===== src/rtl/dispatch_ctrl.sv =====
// rtl/dispatch_ctrl.sv - instruction queue and in-order dispatch sequencer between fetch and decode
module dispatch_ctrl #(
    parameter int DEPTH  = 16,
    parameter int ADDR_W = 4
) (
    input  logic        clk,
    input  logic        rst,
    input  logic        rdy,
    input  logic        in_fetch_valid,
    input  logic [31:0] in_fetch_instr,
    input  logic [31:0] in_fetch_pc,
    output logic        out_fetch_full,
    input  logic        in_rob_full,
    input  logic        in_rs_full,
    input  logic        in_lsb_full,
    input  logic        in_flush,
    output logic        out_dec_valid,
    output logic [31:0] out_dec_instr,
    output logic [31:0] out_dec_pc,
    output logic [1:0]  out_dec_unit
);

    typedef enum logic {
        RUN   = 1'b0,
        FLUSH = 1'b1
    } state_t;

    localparam logic [1:0]        UNIT_RS    = 2'b01;
    localparam logic [1:0]        UNIT_LSB   = 2'b10;
    localparam logic [6:0]        OPC_LOAD   = 7'b0000011;
    localparam logic [6:0]        OPC_STORE  = 7'b0100011;
    localparam logic [ADDR_W:0]   COUNT_FULL = (ADDR_W + 1)'(DEPTH);

    state_t             state;
    state_t             state_nxt;

    logic [31:0]        q_instr [DEPTH];
    logic [31:0]        q_pc    [DEPTH];
    logic [ADDR_W-1:0]  head;
    logic [ADDR_W-1:0]  tail;
    logic [ADDR_W:0]    count;
    logic [ADDR_W:0]    count_nxt;

    logic [31:0]        head_instr;
    logic [31:0]        head_pc;
    logic [6:0]         head_opcode;
    logic [1:0]         head_unit;
    logic               unit_blocked;
    logic               do_enq;
    logic               do_deq;

    // Classify the head entry and decide whether it may leave this cycle
    always_comb begin
        head_instr   = q_instr[head];
        head_pc      = q_pc[head];
        head_opcode  = head_instr[6:0];
        head_unit    = UNIT_RS;
        if (head_opcode == OPC_LOAD || head_opcode == OPC_STORE) begin
            head_unit = UNIT_LSB;
        end
        unit_blocked = (head_unit == UNIT_LSB) ? in_lsb_full : in_rs_full;
        do_enq = (state == RUN) && !in_flush && in_fetch_valid && (count != COUNT_FULL);
        do_deq = (state == RUN) && !in_flush && (count != '0) && !in_rob_full && !unit_blocked;
    end

    // Occupancy after this edge; full/empty come from the count, never from pointer compare
    always_comb begin
        count_nxt = count;
        case ({do_enq, do_deq})
            2'b10:   count_nxt = count + 1'b1;
            2'b01:   count_nxt = count - 1'b1;
            default: count_nxt = count;
        endcase
    end

    // Flush FSM next state: a flush request always lands in FLUSH, otherwise return to RUN
    always_comb begin
        state_nxt = state;
        case (state)
            RUN:     state_nxt = in_flush ? FLUSH : RUN;
            FLUSH:   state_nxt = in_flush ? FLUSH : RUN;
            default: state_nxt = RUN;
        endcase
    end

    // Flush FSM state register, frozen while rdy is low
    always_ff @(posedge clk) begin
        if (!rst) begin
            state <= RUN;
        end else if (rdy) begin
            state <= state_nxt;
        end
    end

    // Queue storage; contents need no reset because count qualifies every read
    always_ff @(posedge clk) begin
        if (rst && rdy && do_enq) begin
            q_instr[tail] <= in_fetch_instr;
            q_pc[tail]    <= in_fetch_pc;
        end
    end

    // Pointers, occupancy and the registered dispatch port
    always_ff @(posedge clk) begin
        if (!rst) begin
            head           <= '0;
            tail           <= '0;
            count          <= '0;
            out_fetch_full <= 1'b0;
            out_dec_valid  <= 1'b0;
            out_dec_instr  <= '0;
            out_dec_pc     <= '0;
            out_dec_unit   <= 2'b00;
        end else if (rdy) begin
            if (in_flush) begin
                head           <= '0;
                tail           <= '0;
                count          <= '0;
                out_fetch_full <= 1'b0;
                out_dec_valid  <= 1'b0;
            end else begin
                if (do_enq) begin
                    tail <= tail + 1'b1;
                end
                if (do_deq) begin
                    head          <= head + 1'b1;
                    out_dec_instr <= head_instr;
                    out_dec_pc    <= head_pc;
                    out_dec_unit  <= head_unit;
                end
                out_dec_valid  <= do_deq;
                count          <= count_nxt;
                out_fetch_full <= (count_nxt == COUNT_FULL);
            end
        end
    end

endmodule

===== config.mk =====
export PLATFORM = sky130hd
export DESIGN_NAME = dispatch_ctrl
export DESIGN_NICKNAME = d
export VERILOG_FILES = /design/src/rtl/dispatch_ctrl.sv
export SDC_FILE = /design/constraint.sdc
export NUM_CORES = 1
export LEC_CHECK = 0
export ABC_AREA = 0
export CORE_UTILIZATION = 25
export DETAILED_ROUTE_END_ITERATION = 6
export GPL_ROUTABILITY_DRIVEN = 0
export GPL_TIMING_DRIVEN = 0
export PLACE_DENSITY = 0.41
export SETUP_SLACK_MARGIN = 0.1
export SLEW_MARGIN = 10
export SYNTH_ARGS = -nofsm -noshare
export SYNTH_HDL_FRONTEND = slang
export SYNTH_SLANG_ARGS = --single-unit

===== constraint.sdc =====
create_clock -name clk -period 10.6 [get_ports clk]
set_clock_uncertainty 0.05 [all_clocks]
set_input_delay 2.12 -clock clk [delete_from_list [all_inputs] [get_ports clk]]
set_output_delay 2.12 -clock clk [all_outputs]
set_load 0.02 [all_outputs]

==> results of run 1 <==
per-stage QoR:
stage	util [%]	power, W
2_1_floorplan	-	0.00491
3_3_place_gp	27.6	0.00500
3_5_place_dp	28.6	0.00501
4_1_cts	30.9	0.00913
5_1_grt	30.9	0.00928
6_report	30.9	0.00903
power by group:
part           switching, W  internal, W  total [W]  leakage [nW]
Sequential       0.00000227      0.00478    0.00479          9.90
Clock               0.00172      0.00240    0.00412          1.87
Combinational     0.0000849    0.0000411   0.000126          3.57
Total               0.00181      0.00723    0.00903          15.3
metal layers:
layer	vias up	share of wire, %	global-route usage (%)
li1	8727	-	-
met3	164	6.1	2.70
met4	18	2.1	4.26
met1	11600	43	19.6
met2	637	49	24.2
met5	-	0.087	0
synthesized netlist by cell type, drive strengths merged:
library cell | instances | share of area [%]
nor3 | 11 | 0.13
dfxtp | 86 | 4.1
nand3 | 68 | 0.81
a21oi | 74 | 0.88
ha | 9 | 0.27
fa | 1 | 0.048
a32o | 2 | 0.048
and2 | 8 | 0.12
and3 | 3 | 0.045
or4 | 2 | 0.045
a21boi | 1 | 0.018
xnor2 | 2 | 0.042
a31oi | 3 | 0.045
nand3b | 1 | 0.018
a32oi | 1 | 0.021
a21o | 2 | 0.036
xor2 | 1 | 0.021
a221oi | 1 | 0.021
nor2 | 24 | 0.21
and4 | 1 | 0.021
a22o | 3 | 0.063
o22ai | 6 | 0.089
buf | 37 | 0.43
a22oi | 9 | 0.16
o2111ai | 1 | 0.021
edfxtp | 1024 | 73
o21ai | 68 | 0.84
nor4 | 2 | 0.045
inv | 14 | 0.13
clkbuf | 78 | 0.70
mux4 | 314 | 17
nand4 | 3 | 0.045
nor2b | 6 | 0.089
or2 | 1 | 0.015
nor4b | 1 | 0.021
nand2 | 17 | 0.15
mux2i | 2 | 0.048
o211ai | 2 | 0.036
a2bb2oi | 2 | 0.042
nand2b | 4 | 0.060
nor3b | 1 | 0.018
a2111o | 1 | 0.027
worst paths after layout:
path | start | end | slack, ns | depth (start not counted)
worst max-delay path | in_flush | q_pc[1][15] | 4.86 | 10
worst min-delay path | out_dec_instr[9] | out_dec_instr[9] | 0.42 | 2
worst max register to register | flip-flop | count[4] | 5.25 | 18
worst min register to register | out_dec_instr[9] | out_dec_instr[9] | 0.42 | 2
cell usage in the layout (no fill, tap or decap), drive strengths merged, types with 8 or more instances in the layout:
cell           Yosys  routed
a21oi             74      74
a22oi              9       9
and2               8       8
buf               37     130
bufinv             0      14
clkbuf            78     222
clkdlybuf4s50      0     139
clkinv             0      50
clkinvlp           0       8
dfxtp             86      86
edfxtp          1024    1024
ha                 9       9
inv               14      19
mux4             314     314
nand2             17      17
nand3             68      68
nor2              24      24
nor3              11      11
o21ai             68      68
state kept, by name, indices dropped and copies added (netlist names), named ones only:
name and cells:
count 5, head 4, out_dec_instr 32, out_dec_pc 32, out_dec_unit 2, out_dec_valid 1
out_fetch_full 1, q_instr 512, q_pc 512, state 1, tail 4
kinds of logic (layout without fill, tap and decap cells):
kind of cell / Yosys count / count (layout) / synth area share [%]
buffers and inverters: 129 / 582 / 1.25
AND/OR/NAND/NOR: 153 / 153 / 1.85
adder cells (fa/ha/maj): 10 / 10 / 0.316
flip-flops: 1110 / 1110 / 77.3
XOR/XNOR: 3 / 3 / 0.0626
AO/OA/AOI/OAI: 176 / 176 / 2.34
other: 0 / 5 / 0
multiplexers: 316 / 316 / 16.9
area by class of cell:
class	count	area share (%)
flip-flops and latches	1110	62.9
multi-input cells	658	17.7
clock buffers	142	5.95
repair buffers	234	5.58
well taps	2204	5.34
clock inverters	77	1.51
plain buffers	115	0.950
inverters	14	0.102
diodes	5	0.0242
worst max-delay path, stage by stage:
cell and delay [ns]:
clkdlybuf4s50_1 0.46, nor4b_1 0.94, nand2_1 0.25, nor2_1 0.30, nand2_1 0.28, nor3_2 0.77, buf_4 0.35, buf_4 0.24
buf_4 0.20, buf_4 0.18
==> flow_results.org, run 1 <==
** Run status
- Run status :: finished, final reports clean

** Floorplanning
- Die height :: 412 microns
- From left edge to right edge, the die measures 412 microns.
- Die footprint :: 170000 sq um
- Starting Density :: 25.1%
- During I/O placement, the number of pins put on the boundary was 140.
- The floorplan has 150 rows.
- The core region is 167000 sq um.

** Global routing
- Entering global routing, the biggest net connects 18 pins.
- Global-route total usage across every layer :: 14.7%
- The via count of the first global-routing pass is 22100.
- Number of antenna violations at the first check in global routing :: 20
- Summed over all layers, the global routing overflow is 0.
- Wire length of the first global-routing pass :: 173 mm

** Routing
- Summing over every cut layer, the via total after detailed routing is 21100.
- DRT iter0 DRCs :: 1903
- The pre-antenna-repair detailed-routing pass consisted of 5 iterations.
- Post-route antenna net violation count :: 0
- Routed wire length per instance :: 27.4 microns
- Using the TritonRoute via totals, the vias-per-cell ratio works out to 4.63.
- For this block, the routed nets add up to 125 mm of wire.
- Post-route DRC violation count :: 0

** Power
- Pwr Density :: 175 nW/um^2
- VDD sags by at most 0.130 mV.
- P_leak :: 15.3 nW

** Layout
- Share of final-layout standard cells stronger than drive strength 1 :: 27.3%
- The finished cells cover 51600 sq um.
- After the last flow step, the layout net total stands at 2331.
- The multi-input combinational cells in the finished layout cover a total of 9130 sq um.
- Area taken by flip-flops and latches :: 32500 sq um
- Syn-to-layout area delta :: 22.9%
- Fill cells in the final layout number 16000.
- For this run, the number of standard cells in the final layout without fillers is 4559.

** Critical path
- STA classifies the critical path endpoint as a flip-flop.
- Required time at the endpoint of the critical path :: 10.97 ns
- STA classifies the critical path startpoint as a primary input.
- Data on the critical path arrives at its endpoint at 6.11 ns.
- Critical path class :: primary input to flip-flop
- Crit Path Max Fanout :: 8

** Yosys
- During synthesis, Yosys emitted a total of 0 warnings.
- For this run, the register share of the synthesized area comes to 77.3%.
- After synthesis the netlist holds a flip-flop and latch count of 1110.
- Area of the mapped netlist :: 42000 sq um
- Library cells used by synthesis :: 48
- Nets in the synthesized netlist :: 1979
- After synthesis, the mean cell area works out to 22.1 sq um.
- Synthesized netlist cell count :: 1897

** Clock tree
- Post-CTS Resized :: 0
- CTS placed an instance of clkbuf_16 at the clock tree root.
- In this run, post-CTS hold repair placed 0 buffers.
- Post-CTS timing repair inserted 0 buffers for setup.
- TritonCTS built the clock tree.
- Number of buffers created by CTS :: 116
- Total clock sinks :: 1110
- Post-CTS clock slew at the launch and capture registers of the worst setup and hold paths :: 0.06 ns
- Max H-tree Level :: 3
- At the later pin of the worst-skew pair, clock insertion delay measures 0.72 ns.
- The clock passes through at most 3 buffers.

** STA
- For this run, the top clock speed supported by timing is 174 MHz.
- Setup violations remaining at the end of the flow were counted as 0.
- Tcrit/Tclk final :: 54.2%
- Slew headroom :: 20.9%
- Final Hold Vio Count :: 0
- The count of pins over their slew limit was 0.
- Setup repair after global routing left no endpoint under its margin.
- Across all setup checks in the final design, the least slack found is 4.86 ns.
- Across all hold checks on the routed design, the worst slack comes to 0.421 ns.
- For the pin with the worst max-slew slack, the measured transition is 1.19 ns.
- Total negative slack for setup checks :: 0 ns
- For the finished layout, the period the worst path requires is 5.74 ns.

** Placed design
- Placed insts :: 4335
- Worst slack, placed :: 4.19 ns
- After legalization and detailed placement, the total HPWL measured 83.7 mm.
- Placement Cell Area :: 47800 sq um
- Port buffering added 139 buffers.

** Min path
- Hold Crit Class :: flip-flop to flip-flop

** Job
- Across the run, the number of max-cap violations was 0.
(Power assumes the default switching activity.)
==> run 2, diff against run 1 <==
PLACE_DENSITY = 0.43   (was 0.41)
clock period = 4.9 ns   (was 10.6 ns; I/O delays follow)
==> run 2 against run 1 <==
Net effect:
- routed wire length is 1.5% lower
- core utilization up 0.085 points
- global-route usage is 0.28 points lower
- worst hold slack worse by 0.0032 ns
- flip-flop and latch count unchanged
- die area unchanged
==> flow_results.org, run 2 (same netlist as run 1, synthesis figures left out) <==
** Run status
- Run status: finished, final reports clean (unchanged).

** Layout
- The fill cell total of the finished layout is 16000 (about the same).
- The area overhead of the layout relative to synthesis is 23.3% (was 22.9%).
- Most common cell after layout, fill and taps aside :: edfxtp_1 (unchanged)
- Commonest cells after routing, fill and taps aside: edfxtp_1, mux4_2, clkdlybuf4s50_1 (unchanged).
- Total number of nets in the final design :: 2321 (was 2331)
- Largest registers: q_instr x512, q_pc x512 (unchanged).
- Share of final-layout standard cells stronger than drive strength 1 :: 26.9% (was 27.3%)
- The area of all placed cells without fillers came to 51800 sq um (was 51600 sq um).

** STA
- Derived from the worst setup path, the maximum achievable clock frequency is 219 MHz.
- Period minus WS final :: 4.58 ns
- After layout, the worst path uses 93.4% of the clock period.
- Number of pins exceeding their max-slew limit in the final report :: 0 (unchanged)
- Setup repair after global routing missed its margin: no (unchanged).
- Slew headroom :: 19.3% (was 20.9%)
- Setup slack after layout :: 0.324 ns (was 4.86 ns)
- Hold slack :: 0.418 ns (was 0.421 ns)
- The actual transition at the worst max-transition pin came to 1.21 ns (was 1.19 ns).
- The final-report hold violation count came to 0 (unchanged).
- The number of endpoints failing setup at the final stage is 0 (unchanged).

** Critical path
- Critical Path End Type :: flip-flop (unchanged)
- Startpoint type of the worst setup path :: flip-flop (was primary input)
- The worst path arrival time was 5.14 ns (was 6.11 ns).
- Critical path class :: flip-flop to flip-flop (was primary input to flip-flop)
- The data required time of the worst path came to 5.47 ns (was 10.97 ns).
- The top fanout value on the critical path came to 10 (was 8).

** Global routing
- Congestion Overflow GR :: 0 (unchanged)
- Global-route total usage across every layer :: 14.4% (was 14.7%)
- Vias in the first global route :: 21900 (was 22100)
- Wire length of the first global-routing pass :: 171 mm (was 173 mm)
- The maximum number of pins on one net before global-route repair was 18 (unchanged).
- Number of antenna violations at the first check in global routing :: 25 (was 20)

** Clock tree
- The total number of clock tree sinks was 1110 (unchanged).
- Max H-tree Level :: 3 (unchanged)
- Post-CTS clock slew at the launch and capture registers of the worst setup and hold paths :: 0.06 ns (about the same)
- Clock Tree Root :: clkbuf_16 (unchanged)
- The TritonCTS buffer count is 114 (was 116).
- The latest clock arrival within the worst-skew pair came to 0.72 ns (about the same).
- CTS tree :: built (unchanged)
- The number of buffers between clock root and the deepest sink is 3 (unchanged).

** Routing
- The antenna violation net count after detailed routing is 0 (unchanged).
- Final Routed Wirelength :: 123 mm (was 125 mm)
- The total DRC errors in the routed layout was 0 (unchanged).
- The number of detailed-routing iterations run before antenna repair is 5 (unchanged).
- The total via count after detailed routing came to 20900 (was 21100).
- The detailed-route vias per instance was 4.61 (was 4.63).
- DRT iter0 DRCs :: 1909 (was 1903)
- Routed wire length per instance :: 27.0 microns (was 27.4 microns)

** Job
- The reported max-cap violation count is 0 (unchanged).

** Floorplanning
- The die outline width was 412 microns (unchanged).
- Die height :: 412 microns (unchanged)
- Site row count :: 150 (unchanged)
- The initial standard-cell utilization of the core is 25.1% (unchanged).
- Die footprint :: 170000 sq um (unchanged)
- The area of the placeable core was 167000 sq um (unchanged).
- The I/O pin count is 140 (unchanged).

** Power
- Pwr Density :: 367 nW/um^2 (was 175 nW/um^2)
- The static leakage is 15.3 nW (about the same).
- The maximum vdd drop is 0.258 mV (was 0.130 mV).

** Placed design
- The standard cell area after detailed placement is 48100 sq um (was 47800 sq um).
- The half-perimeter wire length after detailed placement is 82.4 mm (was 83.7 mm).
- Count of buffers from port buffering :: 139 (unchanged)
- Worst slack, placed :: -0.420 ns (was 4.19 ns)

** Min path
- Hold Crit Class :: flip-flop to flip-flop (unchanged)
## run 2: changes by cell type in the layout (fill, tap and decap cells not counted), sizes merged
cell	previous run	this run
buf	130	120
bufinv	14	6
clkinvlp	8	2
clkinv	50	55
clkbuf	222	226
diode	5	4
inv	19	20
## run 2: metrics by stage
step	std cells	setup TNS (ns)	util, %	power [W]
3_3_place_gp	4240	-5975.73	27.6	0.0108
5_1_grt	4540	0	31.0	0.0195
4_1_cts	4536	0	30.9	0.0192
6_report	4544	0	31.0	0.0190
2_1_floorplan	1897	-340.40	-	0.0106
3_5_place_dp	4323	-1.11	28.8	0.0108
## run 2: area by class of cell
class                      count  area [sq um]  area share, %
timing repair buffer         226          3220           6.21
multi-input combinational    658          9170           17.7
inverter                      14          52.6          0.101
sequential                  1110         32500           62.7
buffer                       115           524           1.01
tap                         2204          2760           5.33
clock buffer                 144          3060           5.90
antenna                        4          10.0         0.0193
clock inverter                69           520           1.01
## run 2: worst max-delay path, stage by stage (launching register included)
cell and delay, ns:
dfxtp_1 0.30, buf_2 0.24, clkbuf_4 0.30, mux4_2 0.33, a22oi_1 0.22, nand2_2 0.21
or4_4 0.49, o21ai_1 0.20, and2_1 0.21, ha_1 0.25, inv_1 0.10, fa_1 0.38
nor2b_1 0.16, o21ai_0 0.11, and3_1 0.20, nor3_2 0.21, mux2i_1 0.22, o22ai_1 0.10
and2_1 0.19
## run 2: what timing repair did
item                                    CTS  global route
pin swaps                                 0             2
endpoints found under the setup margin   15             2
buffers inserted                          0             4
gates cloned                              0             0
hold buffers                              0             0
gates resized for setup                   9            14
## run 2: path summary, 6_finish.rpt
path,from,end,slack (ns),cells after the start
worst max-delay path,flip-flop,count[4],0.32,18
worst min-delay path,out_dec_instr[10],out_dec_instr[10],0.42,2
worst max register to register,flip-flop,count[4],0.32,18
worst min register to register,out_dec_instr[10],out_dec_instr[10],0.42,2
## run 2: where the power goes
part           leakage (nW)  total (W)  internal, W  switching (W)
Sequential             9.90     0.0104       0.0104     0.00000499
Combinational          3.63   0.000276    0.0000918       0.000185
Clock                  1.77    0.00837      0.00472        0.00364
## run 2: routing by layer
layer	GRT usage (%)	up-vias	share of wire (%)
met3	2.57	160	5.4
met2	23.6	545	48
met1	19.4	11500	44
met5	0	-	0.11
li1	-	8707	-
met4	4.05	22	2.1
==> run 3, diff against run 2 <==
CTS_CLUSTER_DIAMETER = 30   (was unset)
GPL_ROUTABILITY_DRIVEN = unset   (was 0)
==> run 3 against run 2 <==
Net effect:
- register-to-register slack improved by 0.03 ns
- worst hold slack worse by 0.0070 ns
- critical path depth is 1 lower
- first-iteration DRC count shrank 12%
- sequential power about the same
- total power rose by 34%
- sequential share of layout area shrank 4.2 points
- cell area rose by 7.2%
- setup slack gained 0.027 ns
- via count grew 3.5%
- clock-buffer cell count up 80
- final cell count is 3.9% higher
==> flow_results.org, run 3 (same netlist as run 1, synthesis figures left out) <==
** Layout
- Number of inserted filler cells in the final layout :: 15700 (was 16000)
- The commonest non-fill, non-tap cell in the layout was edfxtp_1 (unchanged).
- Largest registers :: q_instr x512, q_pc x512 (unchanged)
- Commonest cells after routing, fill and taps aside: edfxtp_1, mux4_2, clkbuf_16 (was edfxtp_1, mux4_2, clkdlybuf4s50_1).
- The layout cell share with drive strength beyond 1 is 32.6% (was 26.9%).
- The number of nets at the end of the flow is 2413 (was 2321).
- The area overhead of the layout relative to synthesis was 32.2% (was 23.3%).

** Critical path
- Kind of cell with the highest combined delay on the critical path :: simple AND/OR/NAND/NOR gates (unchanged)
- Cells along the critical path: buf_8 -> buf_6 -> mux4_2 -> a221oi_1 -> nor2_1 -> a31oi_1 -> and2_1 -> ha_1 -> inv_1 -> fa_1 -> nor2b_1 -> o21ai_0 -> and3_1 -> nor3_2 -> mux2i_1 -> o22ai_1 -> and2_1 (was buf_2 -> clkbuf_4 -> mux4_2 -> a22oi_1 -> nand2_2 -> or4_4 -> o21ai_1 -> and2_1 -> ha_1 -> inv_1 -> fa_1 -> nor2b_1 -> o21ai_0 -> and3_1 -> nor3_2 -> mux2i_1 -> o22ai_1 -> and2_1).
- The worst path arrival time was 5.20 ns (was 5.14 ns).
- The launching element type of the critical path was a flip-flop (unchanged).
- The critical path buffer and inverter count came to 3 (unchanged).
- Most repeated library cell on the critical path :: and2_1 (unchanged)
- The delay of the slowest cell on the worst path came to 0.52 ns (was 0.49 ns).
- Critical Path End Type :: flip-flop (unchanged)
- Critical path class :: flip-flop to flip-flop (unchanged)
- The data required time of the worst path was 5.55 ns (was 5.47 ns).
- Critical-path top delay cell :: mux4_2 (was or4_4)
- The top fanout value on the critical path was 10 (unchanged).

** Routing
- Top Metal Used :: met5 (unchanged)
- Routed wire length on met3 :: 7.44 mm (was 6.66 mm)
- Count of vias placed by the detailed router :: 21700 (was 20900)
- Number of vias per cell :: 4.60 (was 4.61)
- The antenna violation net count after detailed routing is 0 (unchanged).
- The number of detailed-routing iterations run before antenna repair is 7 (was 5).
- Final Routed Wirelength :: 125 mm (was 123 mm)
- The met2 wire length was 60.0 mm (was 59.2 mm).
- Post-route DRC violation count :: 0 (unchanged)
- Metal-1 WL :: 54.3 mm (was 54.2 mm)
- DRT iter0 DRCs :: 1686 (was 1909)
- Routed wire length per instance :: 26.5 microns (was 27.0 microns)

** STA
- The count of pins over their slew limit is 0 (unchanged).
- Setup repair after global routing missed its margin :: no (unchanged)
- Total negative slack for setup checks :: 0 ns (unchanged)
- The slack of the critical path is 0.351 ns (was 0.324 ns).
- The final-report hold violation count was 0 (unchanged).
- Final setup violation count :: 0 (unchanged)
- Tcrit/Tclk final :: 92.8% (was 93.4%)
- Period minus WS final :: 4.55 ns (was 4.58 ns)
- The final hold slack was 0.411 ns (was 0.418 ns).
- The fmax was 220 MHz (was 219 MHz).
- Slew headroom :: 18.1% (was 19.3%)
- The actual transition at the worst max-transition pin came to 1.23 ns (was 1.21 ns).

** Clock tree
- The TritonCTS buffer count is 206 (was 114).
- The CTS tree is built (unchanged).
- The latest clock arrival within the worst-skew pair is 0.81 ns (was 0.72 ns).
- The depth of the CTS H-tree came to 4 (was 3).
- The clock transition at the registers of the reported paths came to 0.05 ns (was 0.06 ns).
- Maximum buffer depth of the clock tree :: 3 (unchanged)
- Clock Tree Root :: clkbuf_16 (unchanged)
- The total number of clock tree sinks is 1110 (unchanged).

** Power
- The power per unit of standard cell area is 458 nW/um^2 (was 367 nW/um^2).
- Highest ir drop seen on vdd :: 0.372 mV (was 0.258 mV)
- The sum of internal, switching and leakage power came to 0.0254 W (was 0.0190 W).
- P_leak :: 17.1 nW (was 15.3 nW)

** Global routing
- The global-route wire length before repair is 175 mm (was 171 mm).
- The number of antenna violations at the first check in global routing was 24 (was 25).
- Pin count of the biggest net entering global routing :: 18 (unchanged)
- Congestion Overflow GR :: 0 (unchanged)
- The via count of the first global-routing pass was 23000 (was 21900).
- Global-route total usage across every layer :: 14.7% (was 14.4%)

** Floorplanning
- The area of the placeable core came to 167000 sq um (unchanged).
- The initial standard-cell utilization of the core was 25.1% (unchanged).
- The die outline width is 412 microns (unchanged).
- The number of core rows is 150 (unchanged).
- I/O pin cnt :: 140 (unchanged)
- The vertical extent of the die is 412 microns (unchanged).
- The area enclosed by the die boundary was 170000 sq um (unchanged).

** Job
- The reported max-cap violation count came to 0 (unchanged).

** Placed design
- Count of buffers from port buffering :: 139 (unchanged)
- Worst slack, placed :: -0.420 ns (unchanged)
- The half-perimeter wire length after detailed placement is 82.4 mm (unchanged).
- Final weighted congestion in routability-driven placement :: 0.755

** Min path
- The class of the most critical hold timing path is flip-flop to flip-flop (unchanged).

** Run status
- Run status :: finished, final reports clean (unchanged)
-- run 3: layer usage --
layer / track usage (%) / up-vias
met5: 0 / -
met2: 23.8 / 654
met4: 4.40 / 26
met3: 3.83 / 213
met1: 19.4 / 11800
li1: - / 9013
-- run 3: final timing paths --
| check | slack (ns) | startpoint | depth (start not counted) | end |
|---|---|---|---|---|
| setup reg to reg | 0.35 | flip-flop | 17 | count[4] |
| hold reg to reg | 0.41 | out_dec_instr[10] | 2 | out_dec_instr[10] |
| hold / removal | 0.41 | out_dec_instr[10] | 2 | out_dec_instr[10] |
| setup / recovery | 0.35 | flip-flop | 17 | count[4] |
-- run 3: power breakdown --
part | total, W | switching (W) | leakage [nW] | internal, W
clock | 0.0148 | 0.00506 | 3.54 | 0.00971
sequential | 0.0104 | 0.00000491 | 9.90 | 0.0104
combinational | 0.000276 | 0.000185 | 3.63 | 0.0000917
total | 0.0254 | 0.00525 | 17.1 | 0.0202
-- run 3: layout make-up --
| type | instances | area, sq um | area share (%) |
|---|---|---|---|
| Buffer | 115 | 524 | 0.944 |
| Timing Repair Buffer | 226 | 3220 | 5.80 |
| Sequential cell | 1110 | 32500 | 58.5 |
| Antenna cell | 1 | 2.50 | 0.00451 |
| Clock inverter | 168 | 2090 | 3.77 |
| Clock buffer | 224 | 5240 | 9.44 |
| Multi-Input combinational cell | 658 | 9170 | 16.5 |
| Inverter | 14 | 52.6 | 0.0946 |
| Tap cell | 2204 | 2760 | 4.97 |
-- run 3: tightest hold or removal path: cells and delay by family, from the launching register on --
kind | cells | cell delay (ns)
compound gates | 1 | 0.05
simple gates | 1 | 0.06
flops | 1 | 0.30
-- run 3: per-stage QoR --
step / utilization [%] / cell area [sq um] / std cells
2_1_floorplan: - / 42000 / 1897
5_1_grt: 33.2 / 55500 / 4719
3_5_place_dp: 28.8 / 48100 / 4323
4_1_cts: 33.2 / 55500 / 4715
3_3_place_gp: 27.6 / 46200 / 4240
6_report: 33.2 / 55500 / 4720
-- run 3: what timing repair did --
item | in CTS | in global routing
buffers inserted | 0 | 4
gates resized for setup | 9 | 12
endpoints found under the setup margin | 15 | 2
pin swaps | 0 | 2
hold buffers | 0 | 0
